**config.mk**
```make
export PLATFORM = sky130hd
export DESIGN_NAME = pipeline_hazard_unit_flat
export DESIGN_NICKNAME = d
export VERILOG_FILES = /design/src/rtl/pipeline_hazard_unit_if.sv /design/src/rtl/pipeline_hazard_unit.sv /design/src/flat_wrapper.sv
export SDC_FILE = /design/constraint.sdc
export NUM_CORES = 1
export LEC_CHECK = 0
export ABC_CLOCK_PERIOD_IN_PS = 3300
export BUFFER_PORTS_ARGS = -buffer_cell sky130_fd_sc_hd__buf_2
export CAP_MARGIN = 20
export CORE_ASPECT_RATIO = 0.6
export CORE_MARGIN = 4
export CORE_UTILIZATION = 45
export CTS_CLUSTER_SIZE = 8
export DETAILED_ROUTE_END_ITERATION = 12
export PLACE_DENSITY = 0.78
export SYNTH_ARGS = -nofsm -noshare
export SYNTH_HDL_FRONTEND = slang
export SYNTH_SLANG_ARGS = --single-unit
```
**constraint.sdc**
```tcl
create_clock -name clock -period 3.3 [get_ports clock]
set_input_delay 0.495 -clock clock [delete_from_list [all_inputs] [get_ports clock]]
set_output_delay 0.495 -clock clock [all_outputs]
set_load 0.01 [all_outputs]
```
**src/rtl/pipeline_hazard_unit_if.sv**
```systemverilog
// Control bundle between the LEGv8 five-stage pipeline and pipeline_hazard_unit:
// ID-stage operand info and branch/halt requests in, hold/flush/forward controls out.
interface pipeline_hazard_unit_if #(
    parameter int REG_ADDR_WIDTH = 5,
    parameter int COUNTER_WIDTH  = 32
);
    logic                      id_valid;
    logic [REG_ADDR_WIDTH-1:0] id_rs1;
    logic [REG_ADDR_WIDTH-1:0] id_rs2;
    logic                      id_rs1_used;
    logic                      id_rs2_used;
    logic [REG_ADDR_WIDTH-1:0] id_rd;
    logic                      id_reg_write;
    logic                      id_mem_read;
    logic                      mem_branch_taken;
    logic                      halt_req;

    logic                      pc_hold;
    logic                      if_id_hold;
    logic                      id_ex_bubble;
    logic                      flush_if_id;
    logic                      flush_id_ex;
    logic                      flush_ex_mem;
    logic [1:0]                fwd_a_sel;
    logic [1:0]                fwd_b_sel;
    logic                      drained;
    logic [COUNTER_WIDTH-1:0]  stall_count;
    logic [COUNTER_WIDTH-1:0]  flush_count;

    modport master (
        output id_valid, id_rs1, id_rs2, id_rs1_used, id_rs2_used, id_rd,
               id_reg_write, id_mem_read, mem_branch_taken, halt_req,
        input  pc_hold, if_id_hold, id_ex_bubble, flush_if_id, flush_id_ex,
               flush_ex_mem, fwd_a_sel, fwd_b_sel, drained, stall_count, flush_count
    );

    modport slave (
        input  id_valid, id_rs1, id_rs2, id_rs1_used, id_rs2_used, id_rd,
               id_reg_write, id_mem_read, mem_branch_taken, halt_req,
        output pc_hold, if_id_hold, id_ex_bubble, flush_if_id, flush_id_ex,
               flush_ex_mem, fwd_a_sel, fwd_b_sel, drained, stall_count, flush_count
    );
endinterface

```
**src/rtl/pipeline_hazard_unit.sv**
```systemverilog
// Hazard/forwarding controller for the LEGv8 five-stage pipeline: shadow scoreboard,
// load-use stall, branch flush and drain/halt. HAZARD_PERF_COUNTERS_EN enables the counters.
module pipeline_hazard_unit #(
    parameter int REG_ADDR_WIDTH = 5,
    parameter int ZERO_REG       = 31,
    parameter int COUNTER_WIDTH  = 32
) (
    input logic                   clock,
    input logic                   reset,
    pipeline_hazard_unit_if.slave hz
);
    localparam logic [REG_ADDR_WIDTH-1:0] ZREG = REG_ADDR_WIDTH'(ZERO_REG);

    typedef enum logic [1:0] {RUN, STALL, DRAIN, HALTED} state_t;
    state_t state, state_nxt;

    logic                      vld_p0, wr_p0, ld_p0, rs1_used_p0, rs2_used_p0;
    logic [REG_ADDR_WIDTH-1:0] rd_p0, rs1_p0, rs2_p0;
    logic                      vld_p1, wr_p1, ld_p1;
    logic [REG_ADDR_WIDTH-1:0] rd_p1;
    logic                      vld_p2, wr_p2;
    logic [REG_ADDR_WIDTH-1:0] rd_p2;

    logic branch, load_use, id_enter, empty_nxt;
    logic vld_p0_nxt, vld_p1_nxt, vld_p2_nxt;
    logic pc_hold, if_id_hold, id_ex_bubble, flush_if_id, flush_id_ex, flush_ex_mem, drained;

    function automatic logic writes(input logic vld, input logic wr,
                                    input logic [REG_ADDR_WIDTH-1:0] rd,
                                    input logic [REG_ADDR_WIDTH-1:0] r);
        return vld & wr & (rd == r) & (r != ZREG);
    endfunction

    function automatic logic [1:0] fwd_sel(input logic used, input logic [REG_ADDR_WIDTH-1:0] rs,
                                           input logic mem_hit, input logic wb_hit);
        if (!used)        return 2'b00;
        else if (mem_hit) return 2'b01;
        else if (wb_hit)  return 2'b10;
        else              return 2'b00;
    endfunction

    // A load sitting in MEM has no data yet, so it never forwards from EX/MEM.
    assign hz.fwd_a_sel = vld_p0 ? fwd_sel(rs1_used_p0, rs1_p0,
                                           writes(vld_p1, wr_p1, rd_p1, rs1_p0) & ~ld_p1,
                                           writes(vld_p2, wr_p2, rd_p2, rs1_p0)) : 2'b00;
    assign hz.fwd_b_sel = vld_p0 ? fwd_sel(rs2_used_p0, rs2_p0,
                                           writes(vld_p1, wr_p1, rd_p1, rs2_p0) & ~ld_p1,
                                           writes(vld_p2, wr_p2, rd_p2, rs2_p0)) : 2'b00;

    assign load_use = hz.id_valid & ld_p0 &
                      ((hz.id_rs1_used & writes(vld_p0, wr_p0, rd_p0, hz.id_rs1)) |
                       (hz.id_rs2_used & writes(vld_p0, wr_p0, rd_p0, hz.id_rs2)));

    assign branch    = hz.mem_branch_taken & (state != HALTED);
    assign id_enter  = hz.id_valid & ((state == RUN) | (state == STALL)) & ~branch;
    // Looking at next-cycle occupancy lets an empty pipeline halt in a single cycle.
    assign empty_nxt = ~(id_enter | (vld_p0 & ~branch) | vld_p1);

    assign vld_p0_nxt = id_enter & ~id_ex_bubble;
    assign vld_p1_nxt = vld_p0 & ~branch;
    assign vld_p2_nxt = vld_p1;

    always_comb begin
        state_nxt    = state;
        pc_hold      = 1'b0;
        if_id_hold   = 1'b0;
        id_ex_bubble = 1'b0;
        flush_if_id  = 1'b0;
        flush_id_ex  = 1'b0;
        flush_ex_mem = 1'b0;
        drained      = 1'b0;
        case (state)
            RUN: begin
                if (!branch && load_use) begin
                    pc_hold      = 1'b1;
                    if_id_hold   = 1'b1;
                    id_ex_bubble = 1'b1;
                    state_nxt    = STALL;
                end else if (hz.halt_req) begin
                    state_nxt = empty_nxt ? HALTED : DRAIN;
                end
            end
            STALL: begin
                if (!branch && hz.halt_req) state_nxt = empty_nxt ? HALTED : DRAIN;
                else                        state_nxt = RUN;
            end
            DRAIN: begin
                pc_hold     = 1'b1;
                flush_if_id = 1'b1;
                if (empty_nxt) state_nxt = HALTED;
            end
            HALTED: begin
                pc_hold    = 1'b1;
                if_id_hold = 1'b1;
                drained    = 1'b1;
                if (!hz.halt_req) state_nxt = RUN;
            end
            default: state_nxt = RUN;
        endcase
        if (branch) begin
            flush_if_id  = 1'b1;
            flush_id_ex  = 1'b1;
            flush_ex_mem = 1'b1;
        end
    end

    always_ff @(posedge clock) begin
        if (reset) begin
            state  <= RUN;
            vld_p0 <= 1'b0;
            vld_p1 <= 1'b0;
            vld_p2 <= 1'b0;
        end else begin
            state  <= state_nxt;
            vld_p0 <= vld_p0_nxt;
            vld_p1 <= vld_p1_nxt;
            vld_p2 <= vld_p2_nxt;
        end
    end

    // ID -> EX (p0) -> MEM (p1) -> WB (p2); payload is qualified by vld_pN only.
    always_ff @(posedge clock) begin
        rd_p0       <= hz.id_rd;
        rs1_p0      <= hz.id_rs1;
        rs2_p0      <= hz.id_rs2;
        rs1_used_p0 <= hz.id_rs1_used;
        rs2_used_p0 <= hz.id_rs2_used;
        wr_p0       <= hz.id_reg_write;
        ld_p0       <= hz.id_mem_read;
        rd_p1       <= rd_p0;
        wr_p1       <= wr_p0;
        ld_p1       <= ld_p0;
        rd_p2       <= rd_p1;
        wr_p2       <= wr_p1;
    end

    assign hz.pc_hold      = pc_hold;
    assign hz.if_id_hold   = if_id_hold;
    assign hz.id_ex_bubble = id_ex_bubble;
    assign hz.flush_if_id  = flush_if_id;
    assign hz.flush_id_ex  = flush_id_ex;
    assign hz.flush_ex_mem = flush_ex_mem;
    assign hz.drained      = drained;

`ifdef HAZARD_PERF_COUNTERS_EN
    logic [COUNTER_WIDTH-1:0] stall_cnt, flush_cnt;

    function automatic logic [COUNTER_WIDTH-1:0] sat_inc(input logic [COUNTER_WIDTH-1:0] v);
        return (&v) ? v : v + COUNTER_WIDTH'(1);
    endfunction

    always_ff @(posedge clock) begin
        if (reset) begin
            stall_cnt <= '0;
            flush_cnt <= '0;
        end else begin
            if (id_ex_bubble) stall_cnt <= sat_inc(stall_cnt);
            if (flush_ex_mem) flush_cnt <= sat_inc(flush_cnt);
        end
    end

    assign hz.stall_count = stall_cnt;
    assign hz.flush_count = flush_cnt;
`else
    assign hz.stall_count = '0;
    assign hz.flush_count = '0;
`endif
endmodule

```
**src/flat_wrapper.sv**
```systemverilog
// flat-port wrapper written by rule: the top's interface ports become plain ports
module pipeline_hazard_unit_flat 
#(
    parameter int REG_ADDR_WIDTH = 5,
    parameter int ZERO_REG       = 31,
    parameter int COUNTER_WIDTH  = 32
)
  (clock, reset, hz_id_valid, hz_id_rs1, hz_id_rs2, hz_id_rs1_used, hz_id_rs2_used, hz_id_rd, hz_id_reg_write, hz_id_mem_read, hz_mem_branch_taken, hz_halt_req, hz_pc_hold, hz_if_id_hold, hz_id_ex_bubble, hz_flush_if_id, hz_flush_id_ex, hz_flush_ex_mem, hz_fwd_a_sel, hz_fwd_b_sel, hz_drained, hz_stall_count, hz_flush_count);
  pipeline_hazard_unit_if #(.REG_ADDR_WIDTH(REG_ADDR_WIDTH), .COUNTER_WIDTH(COUNTER_WIDTH)) hz_i ();
  input logic clock;
  input logic reset;
  input wire logic [$bits(hz_i.id_valid)-1:0] hz_id_valid;
  input wire logic [$bits(hz_i.id_rs1)-1:0] hz_id_rs1;
  input wire logic [$bits(hz_i.id_rs2)-1:0] hz_id_rs2;
  input wire logic [$bits(hz_i.id_rs1_used)-1:0] hz_id_rs1_used;
  input wire logic [$bits(hz_i.id_rs2_used)-1:0] hz_id_rs2_used;
  input wire logic [$bits(hz_i.id_rd)-1:0] hz_id_rd;
  input wire logic [$bits(hz_i.id_reg_write)-1:0] hz_id_reg_write;
  input wire logic [$bits(hz_i.id_mem_read)-1:0] hz_id_mem_read;
  input wire logic [$bits(hz_i.mem_branch_taken)-1:0] hz_mem_branch_taken;
  input wire logic [$bits(hz_i.halt_req)-1:0] hz_halt_req;
  output wire logic [$bits(hz_i.pc_hold)-1:0] hz_pc_hold;
  output wire logic [$bits(hz_i.if_id_hold)-1:0] hz_if_id_hold;
  output wire logic [$bits(hz_i.id_ex_bubble)-1:0] hz_id_ex_bubble;
  output wire logic [$bits(hz_i.flush_if_id)-1:0] hz_flush_if_id;
  output wire logic [$bits(hz_i.flush_id_ex)-1:0] hz_flush_id_ex;
  output wire logic [$bits(hz_i.flush_ex_mem)-1:0] hz_flush_ex_mem;
  output wire logic [$bits(hz_i.fwd_a_sel)-1:0] hz_fwd_a_sel;
  output wire logic [$bits(hz_i.fwd_b_sel)-1:0] hz_fwd_b_sel;
  output wire logic [$bits(hz_i.drained)-1:0] hz_drained;
  output wire logic [$bits(hz_i.stall_count)-1:0] hz_stall_count;
  output wire logic [$bits(hz_i.flush_count)-1:0] hz_flush_count;
  assign hz_i.id_valid = hz_id_valid;
  assign hz_i.id_rs1 = hz_id_rs1;
  assign hz_i.id_rs2 = hz_id_rs2;
  assign hz_i.id_rs1_used = hz_id_rs1_used;
  assign hz_i.id_rs2_used = hz_id_rs2_used;
  assign hz_i.id_rd = hz_id_rd;
  assign hz_i.id_reg_write = hz_id_reg_write;
  assign hz_i.id_mem_read = hz_id_mem_read;
  assign hz_i.mem_branch_taken = hz_mem_branch_taken;
  assign hz_i.halt_req = hz_halt_req;
  assign hz_pc_hold = hz_i.pc_hold;
  assign hz_if_id_hold = hz_i.if_id_hold;
  assign hz_id_ex_bubble = hz_i.id_ex_bubble;
  assign hz_flush_if_id = hz_i.flush_if_id;
  assign hz_flush_id_ex = hz_i.flush_id_ex;
  assign hz_flush_ex_mem = hz_i.flush_ex_mem;
  assign hz_fwd_a_sel = hz_i.fwd_a_sel;
  assign hz_fwd_b_sel = hz_i.fwd_b_sel;
  assign hz_drained = hz_i.drained;
  assign hz_stall_count = hz_i.stall_count;
  assign hz_flush_count = hz_i.flush_count;
  pipeline_hazard_unit #(.REG_ADDR_WIDTH(REG_ADDR_WIDTH), .ZERO_REG(ZERO_REG), .COUNTER_WIDTH(COUNTER_WIDTH)) u_core (.clock(clock), .reset(reset), .hz(hz_i));
endmodule
```
# Yosys cells after proc, flatten, opt, wreduce, memory -nomap -nowiden
# Cells that the tools add are included.
# totals
output_inout_bits	75
input_bits	24
regBits	37
# classes
bitwise	33
n_eq_ne	17
mux	23
reduce_logical	6
# ops
cell	n
5-bit equality test	6
1-bit AND	26
2-bit two-way mux	13
5-bit inequality test, second input constant	4
2-bit case mux with 4 select lines	1
1-bit two-way mux	7
2-bit inequality test, second input constant	3
2-bit equality test, second input constant	2
1-bit OR	4
1-bit case mux with 2 select lines	2
3-bit inequality test, second input constant	1
1-bit inverter	3
3-bit AND reduction	1
2-bit by 1-bit equality test with 1-bit output, second input constant	1
1-bit logical AND	2
2-bit logical NOT	1
2-bit OR reduction	1
1-bit logical NOT	1

# Logic depth before layout (Yosys ltp)
# Gate-level depths: netlist (run 1).
# logic_depth
ltp_word	11
ltp_mapped	9

# Worst setup path after synthesis (run 1)
# No wires, ideal clock.
# synth_timing
kind	reg2out
from	register u_core.state[0]
to	output port hz_pc_hold
path_stages_with_launch	9
t_required_ps	2805
arrival_ps	1816
path_slack_ps	989
path_cell_list	dfxtp_1 > ha_1 > nand2b_4 > buf_6 > nand3_2 > nor4_2 > a31oi_2 > o21ba_1 > a21oi_1
# synth_between
elab_chain_len	6
elab_cells_between_ends	10
classes_between	eq/ne (3); mux (2); bitwise (1); reduce/logical (4)
# synth_rtl
element	line_no	source
from (decl)	pipeline_hazard_unit.sv:15	state_t state, state_nxt;
from (signal assigned)	pipeline_hazard_unit.sv:114	state <= state_nxt;
2-bit inequality test	pipeline_hazard_unit.sv:54	assign branch = hz.mem_branch_taken & (state != HALTED);
1-bit AND	pipeline_hazard_unit.sv:54	
1-bit logical NOT	pipeline_hazard_unit.sv:74	if (!branch && load_use) begin
1-bit logical AND	pipeline_hazard_unit.sv:74	
1-bit two-way mux	pipeline_hazard_unit.sv:74	
1-bit case mux with 2 select lines *	pipeline_hazard_unit.sv:72	case (state)
to (decl)	flat_wrapper.sv:22	output wire logic [$bits(hz_i.pc_hold)-1:0] hz_pc_hold;
# Every way passes the cells marked *; elsewhere a longest branch is shown, timed or not.

# Worst setup path after layout (run 1)
# Ends and elaborated chain as after synthesis.

==> summary.md, run 1 <==
| Metric | Value |
|---|---|
| Placed Cells | 307 |
| Hold Fails Final Rpt | 0 |
| Routed length per instance | 12.20 um |
| Worst-path fanout max | 8 |
| Critical Path Start Type | register |
| Peak Freq | between 300 and 400 MHz |
| Share of the synthesized area in the top cell type | a little over a third |
| Fillers | 422 |
| Status | finished clean |
| HPWL Detailed | 3273 um |
| Synth unique cells | 41 |
| Maximum vdd drop | 0.0002939 V |
| CP Data Arrival Time | 2240 ps |
| Cts hold-fix bufs | 0 |
| WP data required | between 2000 and 3000 ps |
| Clk pin slew, worst setup/hold paths | approximately 70 ps |
| CTS tree | built |
| Class of the most critical setup path | reg -> out |
| Share of cells above drive strength 1 | 20.00% |
| CTS sink cnt | 37 |
| Slew margin rel. | 65.89% |
| Pwr/cell area | 564.0 nW/um2 |
| Synthesized instance count | 216 |
| Gr ovfl total | 0 |
| Reg-to-reg slack, setup | 1280 ps |
| Cell Chain, Critical Path | ha_1 -> nand2b_4 -> nand3_2 -> nor3_2 -> a31oi_2 -> o21ba_1 -> a21oi_1 -> buf_2 |
| Port buffer count | 34 |
| First-pass GRT wire length | ~5600 um |
| Largest net degree at the start of global routing | 13 |
| FF+latch count, synth | 37 |
| Core Region | 4257 um2 |
| Final ANT Viol Nets | 0 |
| Reg2reg start | u_core.state[0]$_SDFFE_PP0P_ |
| Max Slew Vio Count | 0 |
| Die width | roughly 95 um |
| Die area | 5740 um2 |
| Initial antenna violation count | 0 |
| Syn_area_per_cell | roughly 9.5 um2 |
| Via count | 1333 |
| Max clock buf depth | 2 |
| Seq/Total Area, Yosys | a little over a third |
| H-tree levels | 2 |
| Syn Std Cell Area | 2052 um2 |
| Critical Path Stages | 8 |
| Nets | between 200 and 300 |
| WL final | 3843 um |
| GRT Util Overall | 13.27% |
| First-pass DRT Iterations | 4 |
| Endpoint kind of the worst setup timing path | output pin |
| Critical path buffers and inverters | 1 |
| Dominant cells by area after synthesis | dfxtp_1, buf_4, xor2_1 |
| RSZ-0062 raised after global routing | false |
| Worst-margin pin slew | 507.0 ps |
| Final instance count without filler cells | 315 |
| Reg2reg end | u_core.state[1]$_SDFFE_PP0P_ |
| Final setup violating endpoints | 0 |
| Final min period | 2731 ps |
| Maxcap violations | 0 |
| Worst skew pair latency | between 200 and 300 ps |
| Slowest CP cell | dfxtp_1 |
| Largest delay share family, worst path | simple AND/OR/NAND/NOR gates |
| Clock root buffer | clkbuf_8 |
| Path depth of the worst reg2reg path | 6 |
| Die H | 60.31 um |
| CP Launch Point | u_core.state[0]$_SDFFE_PP0P_ |
| Worst min-delay path category | in -> reg |
| Worst Skew | around 3.2 ps |
| Delay of the slowest cell on the worst path | 400 ps |
| Setup bufs post-CTS | 0 |
| Area growth syn-to-layout | 5.000% |
| Core Util, Final | 50.62% |
| Leakage power | slightly above 0.001 uW |
| Row cnt | 18 |
| YS warnings | 0 |
| Vias in the first global route | 1147 |
| Initial Util | 48.21% |
| Fin Setup TNS | 0 ps |
| Setup crit end | hz_pc_hold |
| Hold_ws | 304.5 ps |
| Placer Congestion | 0.8109 |
| Synth area leader | dfxtp_1 |
| Post_cts resized | 0 |
| Inserted Clock Buffers | 5 |
| Fin crit share | 82.75% |
| DR DRC count | 0 |
| DR iter-0 viols | 50 |
| Io pins | 99 |
| DR vias/cell | 4.232 |
| Diode count | 0 |
==> through the flow <==
| step | worst slack [ps] | instance area, um2 | total power [uW] |
|---|---|---|---|
| detailed placement | 891.3 | 2034 | 817.3 |
| finish | 569.3 | 2155 | 1215 |
| floorplan | 989.4 | 2288 | 797.3 |
| global route | 404.2 | 2155 | 1276 |
| CTS | 567.6 | 2155 | 1218 |
| global placement | 983.8 | 2034 | 816.1 |
==> registers in the layout, indices dropped and copies added, names as in the netlist <==
register	count
u_core.rd_p0	5
u_core.rd_p1	5
u_core.rd_p2	5
u_core.rs1_p0	5
u_core.rs2_p0	5
u_core.state	2
u_core.ld_p0	1
u_core.ld_p1	1
u_core.rs1_used_p0	1
u_core.rs2_used_p0	1
u_core.vld_p0	1
u_core.vld_p1	1
u_core.vld_p2	1
u_core.wr_p0	1
u_core.wr_p1	1
u_core.wr_p2	1
==> where the power goes <==
part	internal (uW)	switching (uW)
registers	480	36.7
clock network	245	156
logic	117	180
total	843	372
==> cell type report <==
type / count / area (um2) / share of cell area [%]
Multi-Input combinational cell: 170 / 1026 / 47.62
Sequential cell: 37 / 740.7 / 34.38
Timing Repair Buffer: 34 / 170.2 / 7.898
Clock buffer: 6 / 82.58 / 3.833
Tap cell: 60 / 75.07 / 3.484
Clock inverter: 2 / 37.54 / 1.742
Inverter: 6 / 22.52 / 1.045
==> worst reg2reg max path: stages (launching register included) <==
cell and delay [ps]:
dfxtp_1 400, inv_1 100, ha_1 250, o21ai_0 320, o221ai_2 200, or4b_1 510
o211ai_2 150
==> cell usage in the layout (no fill, tap or decap), types with 2 or more instances in the layout <==
cell type,count
a21oi_1,3
and3_1,4
and4_1,2
buf_2,34
clkbuf_8,6
conb_1,64
dfxtp_1,37
ha_1,5
inv_1,6
nand2_1,10
nand3_1,5
nand3b_1,5
nand4_1,2
nor2_1,7
nor2b_1,2
nor3_1,3
nor4_1,5
o211ai_1,2
o21ai_0,3
xnor2_1,10
xor2_1,18
==> routing by layer <==
metal | track usage, % | vias to the layer above | part of all wire, %
li1 | - | 670 | -
met1 | 19.64 | 599 | 48
met2 | 17.31 | 60 | 42
met3 | 3.145 | 4 | 8.2
met4 | 7.392 | 0 | 1.5
met5 | 0 | - | 0
==> worst min path at each step <==
stage	start	endpoint	slack, ps	cells after the start
4_1_cts	hz_id_rd[2]	u_core.rd_p0[2]$_DFF_P_	290	1
6_report	hz_id_rd[1]	u_core.rd_p0[1]$_DFF_P_	300	1
5_1_grt	hz_id_rd[2]	u_core.rd_p0[2]$_DFF_P_	290	1
3_3_place_gp	u_core.wr_p1$_DFF_P_	u_core.wr_p2$_DFF_P_	340	0
2_1_floorplan	u_core.ld_p0$_DFF_P_	u_core.ld_p1$_DFF_P_	320	0
3_5_place_dp	u_core.wr_p1$_DFF_P_	u_core.wr_p2$_DFF_P_	350	0
==> synthesized netlist by cell type <==
library cell / n
buf_4: 65
dfxtp_1: 37
xor2_1: 18
nand2_1: 10
xnor2_1: 10
nor2_1: 7
inv_1: 6
ha_1: 5
nand3_1: 5
nand3b_1: 5
nor4_1: 5
and3_1: 4
a21oi_1: 3
nor3_1: 3
o21ai_0: 3
and4_1: 2
nand4_1: 2
nor2b_1: 2
o211ai_1: 2
a21boi_1: 1
a21o_2: 1
a21oi_2: 1
a22o_1: 1
a31oi_1: 1
a31oi_2: 1
buf_6: 1
conb_1: 1
mux2i_1: 1
nand2b_1: 1
nand2b_4: 1
nand3_2: 1
nand4b_1: 1
nor3_2: 1
nor4_2: 1
nor4b_1: 1
o211ai_2: 1
o21ai_1: 1
o21ba_1: 1
o221ai_2: 1
o31ai_1: 1
or4b_1: 1
==> cell families (layout without fill, tap and decap cells) <==
logic type,Yosys count,count (layout),share of synthesized area [%]
buffers and inverters,72,48,25.43
multiplexers,1,1,0.4878
other,1,64,0.1828
flip-flops,37,37,36.10
XOR/XNOR,28,28,11.95
adder cells (fa/ha/maj),5,5,3.049
AND/OR/NAND/NOR,53,53,15.61
AO/OA/AOI/OAI,19,19,7.195
Note: power is estimated with default switching activity, not from simulation.
==> run 2, diff against run 1 <==
ABC_CLOCK_PERIOD_IN_PS = 2600   (was 3300)
clock period = 2.6 ns   (was 3.3 ns; I/O delays follow)
==> run 2 against run 1 <==
Against the previous run:
- count of clock-buffer cells in the layout is the same
- critical path depth is the same
- die area is the same
- total power grew 28%
- highest routed layer unchanged
- non-clock buffer count is the same
- clock skew shrank 1.3 ps
- register-to-register slack lost 590 ps
- largest cell class unchanged
- final cell count is the same
- clock power grew 28%
- utilization grew 0.85 points
- worst hold slack lost 110 ps
- via count shrank 0.38%
==> summary.md, run 2 (synthesis gave the netlist of run 1 again) <==
| Metric | Value |
|---|---|
| First-pass DRT Iterations | 4 |
| Row cnt | 18 |
| Slowest CP cell | dfxtp_2 |
| Routed length per instance | 12.40 um |
| WP data required | around 2200 ps |
| Most frequent cells in the layout | conb_1, dfxtp_1, buf_2, xor2_1 |
| H-tree levels | 2 |
| Pwr/cell area | 710.5 nW/um2 |
| Worst min-delay path category | in -> reg |
| Die area | 5740 um2 |
| Sw Ratio | 30.99% |
| Combinational group share of total power | 24.8% |
| Diode count | 0 |
| Setup bufs post-CTS | 0 |
| Vias in the first global route | between 1000 and 1500 |
| CTS tree | built |
| Clock root buffer | clkbuf_8 |
| Area growth syn-to-layout | 6.768% |
| Fin crit share | 93.01% |
| Storage cell area | 743.2 um2 |
| Int Pwr | around 1100 uW |
| CP Data Arrival Time | between 2000 and 2500 ps |
| CTS sink cnt | 37 |
| Inserted Clock Buffers | 5 |
| Core Region | between 4000 and 5000 um2 |
| DR vias/cell | 4.216 |
| Nets | 283 |
| Worst Skew | 1.913 ps |
| Gr ovfl total | 0 |
| Multi-input logic area | 1060 um2 |
| Delay of the slowest cell on the worst path | 370 ps |
| First-pass GRT wire length | 5637 um |
| Endpoint kind of the worst setup timing path | output pin |
| Clk pwr share | between 30% and 40% |
| HPWL Detailed | 3173 um |
| Commonest non-fill, non-tap cell in the layout | conb_1 |
| Peak Freq | 413.5 MHz |
| GRT Util Overall | between 10% and 20% |
| Cell Chain, Critical Path | ha_2 -> nand2b_4 -> nand3_4 -> nor3_4 -> a31oi_4 -> o21ba_1 -> a21oi_1 -> buf_2 |
| Max clock buf depth | 2 |
| Final min period | 2418 ps |
| Share of cells above drive strength 1 | 21.18% |
| Initial antenna violation count | 0 |
| Largest net degree at the start of global routing | 13 |
| Via count | 1328 |
| Psw | between 400 and 500 uW |
| RSZ-0062 raised after global routing | false |
| Fillers | 393 |
| Fin Setup TNS | 0 ps |
| Class of the most critical setup path | reg -> out |
| Flop pwr share | a little over two fifths |
| Maximum vdd drop | 0.0005186 V |
| DR DRC count | 0 |
| Final setup violating endpoints | 0 |
| Hold Fails Final Rpt | 0 |
| Io pins | between 90 and 100 |
| Initial Util | approximately half |
| Die width | ~95 um |
| Critical Path Start Type | register |
| Clk pin slew, worst setup/hold paths | 70 ps |
| Cts hold-fix bufs | 0 |
| Status | finished clean |
| Final ANT Viol Nets | 0 |
| Worst skew pair latency | 290 ps |
| Leakage power | 0.001028 uW |
| Placer Congestion | 0.8446 |
| Maxcap violations | 0 |
| DR iter-0 viols | about 110 |
| Worst-path fanout max | 8 |
| Max Slew Vio Count | 0 |
| Core Util, Final | 51.47% |
| Port buffer count | 34 |
| WL final | 3905 um |
| Die H | 60.31 um |
==> run 2: power by group through the flow <==
| stage | registers [uW] | clock network, uW | logic (uW) |
|---|---|---|---|
| CTS | 655 | 520 | 372 |
| finish | 659 | 512 | 386 |
| global route | 666 | 550 | 430 |
| floorplan | 655 | 0 | 357 |
| detailed placement | 668 | 0 | 368 |
| global placement | 665 | 0 | 371 |
==> run 2: final cells by class <==
class                           instances  area share, %
Clock buffer                            6          3.769
Sequential cell                        37          33.92
Tap cell                               60          3.427
Multi-Input combinational cell        170          48.37
Clock inverter                          2          1.713
Timing Repair Buffer                   34          7.767
Inverter                                6          1.028
==> run 2: timing repair <==
item,CTS,global route
resized for setup,1,6
pin swaps,0,2
endpoints found under the setup margin,1,2
==> run 2: stage by stage <==
| stage | cell area [um2] | cells | hold WS [ps] | power (uW) | worst slack [ps] |
|---|---|---|---|---|---|
| floorplan | 2288 | 279 | 323.1 | 1012 | 394.4 |
| global placement | 2034 | 307 | 344.6 | 1036 | 383.8 |
| detailed placement | 2034 | 307 | 355.3 | 1036 | 312.9 |
| CTS | 2157 | 315 | 190.1 | 1548 | 9.433 |
| global route | 2191 | 315 | 180.5 | 1646 | 26.65 |
| finish | 2191 | 315 | 195.5 | 1557 | 181.7 |
==> run 2: worst max-delay path, delay by kind of cell (launching register included) <==
kind	cells	cell delay [ps]
fa+ha+maj	1	220
compound gates	3	520
buf+inv	1	140
flops	1	370
simple gates	3	490
==> run 2: per-layer routing <==
layer / routed length [um] / track usage (%)
met1: 1856 / 18.79
met4: 65 / 4.928
met3: 352 / 4.403
met2: 1629 / 18.51
met5: 0 / 0
==> run 2: path summary, 6_finish.rpt <==
| path | start | to | slack [ps] | cells after the start |
|---|---|---|---|---|
| setup reg to reg | u_core.state[1]$_SDFFE_PP0P_ | u_core.state[1]$_SDFFE_PP0P_ | 690 | 6 |
| hold / removal | hz_id_rd[3] | u_core.rd_p0[3]$_DFF_P_ | 200 | 1 |
| setup / recovery | u_core.state[0]$_SDFFE_PP0P_ | hz_pc_hold | 180 | 8 |
| hold reg to reg | u_core.wr_p1$_DFF_P_ | u_core.wr_p2$_DFF_P_ | 370 | 0 |
==> run 3, diff against run 2 <==
REMOVE_ABC_BUFFERS = 1   (was default)
==> run 3 against run 2 <==
Against the previous run:
- via count increased by 2.2%
- flip-flop and latch count unchanged
- first-iteration DRC count decreased by 53%
- global-route usage increased by 0.29 points
- highest routed layer unchanged
- count of clock-buffer cells in the layout decreased by 1
- largest power group unchanged
- total power increased by 5.9%
- critical endpoint unchanged
- utilization increased by 0.79 points
==> summary.md, run 3 (synthesis gave the netlist of run 1 again) <==
| Metric | Value |
|---|---|
| Port buffer count | 34 |
| Commonest non-fill, non-tap cell in the layout | conb_1 |
| Gr ovfl total | 0 |
| RSZ-0062 raised after global routing | false |
| Most frequent cells in the layout | conb_1, dfxtp_1, buf_2, xor2_1 |
| Fillers | 408 |
| Die width | ~95 um |
| Delay of the slowest cell on the worst path | 390 ps |
| Final setup violating endpoints | 0 |
| Final ANT Viol Nets | 0 |
| Clk pin slew, worst setup/hold paths | 80 ps |
| Final min period | 2462 ps |
| Initial antenna violation count | 0 |
| Initial Util | 48.21% |
| Multi-input logic area | 1061 um2 |
| H-tree levels | 2 |
| CTS sink cnt | 37 |
| Tot Pwr | about 1600 uW |
| Final instance count without filler cells | 317 |
| Maxcap violations | 0 |
| Storage cell area | roughly 740 um2 |
| Die area | roughly 5700 um2 |
| DR iter-0 viols | 49 |
| Worst min-delay path category | in -> reg |
| Fin crit share | 94.70% |
| Share of cells above drive strength 1 | between 20% and 30% |
| Placer Congestion | between 0.8 and 0.9 |
| Peak Freq | 406.2 MHz |
| WL final | around 4100 um |
| DR DRC count | 0 |
| Row cnt | 18 |
| Placed Cells | 307 |
| Nets | 285 |
| Die H | 60.31 um |
| Fin Setup TNS | 0 ps |
| Cell Chain, Critical Path | ha_4 -> nand2b_4 -> nand3_4 -> nor4_4 -> a31oi_2 -> o21ba_2 -> a21oi_1 -> buf_2 |
| DP Area | a little over 2000 um2 |
| Area growth syn-to-layout | 8.414% |
| Diode count | 0 |
| Routed length per instance | about 13 um |
| Largest net degree at the start of global routing | 14 |
| Cts hold-fix bufs | 0 |
| DR vias/cell | 4.281 |
| Status | finished clean |
| Core Region | 4257 um2 |
| Pwr/cell area | 741.0 nW/um2 |
| Slowest CP cell | dfxtp_2 |
| HPWL Detailed | about 3300 um |
| CTS tree | built |
| Endpoint kind of the worst setup timing path | output pin |
| Max clock buf depth | 2 |
| First-pass DRT Iterations | 4 |
| Worst skew pair latency | 290 ps |
| GRT Util Overall | 13.52% |
| Design area | 2225 um2 |
| Via count | around 1400 |
| Maximum vdd drop | 0.0005621 V |
| Vias in the first global route | 1190 |
| Clock root buffer | clkbuf_8 |
| Hold Fails Final Rpt | 0 |
| Inserted Clock Buffers | 5 |
| First-pass GRT wire length | 5754 um |
| Critical Path Start Type | register |
| Hold_ws | 196.8 ps |
| Leakage power | ~0.0010 uW |
| Worst Skew | a little under 6 ps |
| Worst-path fanout max | 7 |
| Io pins | 99 |
| Max Slew Vio Count | 0 |
| Class of the most critical setup path | reg -> out |
| WP data required | 2210 ps |
| CP Data Arrival Time | 2070 ps |
==> run 3: final timing paths <==
path	depth (start not counted)	start	slack (ps)	to
min reg2reg	0	u_core.wr_p1$_DFF_P_	360	u_core.wr_p2$_DFF_P_
max reg2reg	6	u_core.state[0]$_SDFFE_PP0P_	620	u_core.state[1]$_SDFFE_PP0P_
min	1	hz_id_rd[2]	200	u_core.rd_p0[2]$_DFF_P_
max	8	u_core.state[0]$_SDFFE_PP0P_	140	hz_pc_hold
==> run 3: power breakdown <==
part | internal (uW) | leakage (uW) | switching (uW)
Clock | 386 | 0.0000687 | 203
Sequential | 612 | 0.000312 | 52.2
Combinational | 157 | 0.000667 | 238
==> run 3: timing repair <==
action,4_1_cts,5_1_grt
endpoints found under the setup margin,1,2
resized for setup,4,4
pin swaps,0,1
buffers inserted,0,2
gates cloned,0,0
==> run 3: per-layer routing <==
metal / GRT usage [%] / vias to the layer above / wire length, um
li1: - / 669 / -
met1: 18.93 / 624 / 1851
met2: 19.40 / 56 / 1845
met3: 2.893 / 8 / 298
met4: 7.392 / 0 / 72
met5: 0 / - / 0
==> run 3: through the flow <==
stage                     util (%)  setup WS (ps)
after detailed placement     47.80          290.8
after global placement       47.80          392.9
after global routing         52.26          2.680
after CTS                    51.29          40.96
final                        52.26          137.9
after floorplan                  -          452.9
==> run 3: worst max-delay path, delay by kind of cell (launching register included) <==
family,cells,cell delay [ps]
simple gates,3,580
compound gates,3,510
fa+ha+maj,1,160
flops,1,390
buf+inv,1,150
==> run 3: final cells by class <==
class	instances	area share [%]
Tap cell	60	3.375
Inverter	6	1.012
Sequential cell	37	33.41
Clock inverter	3	3.093
Multi-Input combinational cell	170	47.69
Timing Repair Buffer	36	8.324
Clock buffer	5	3.093
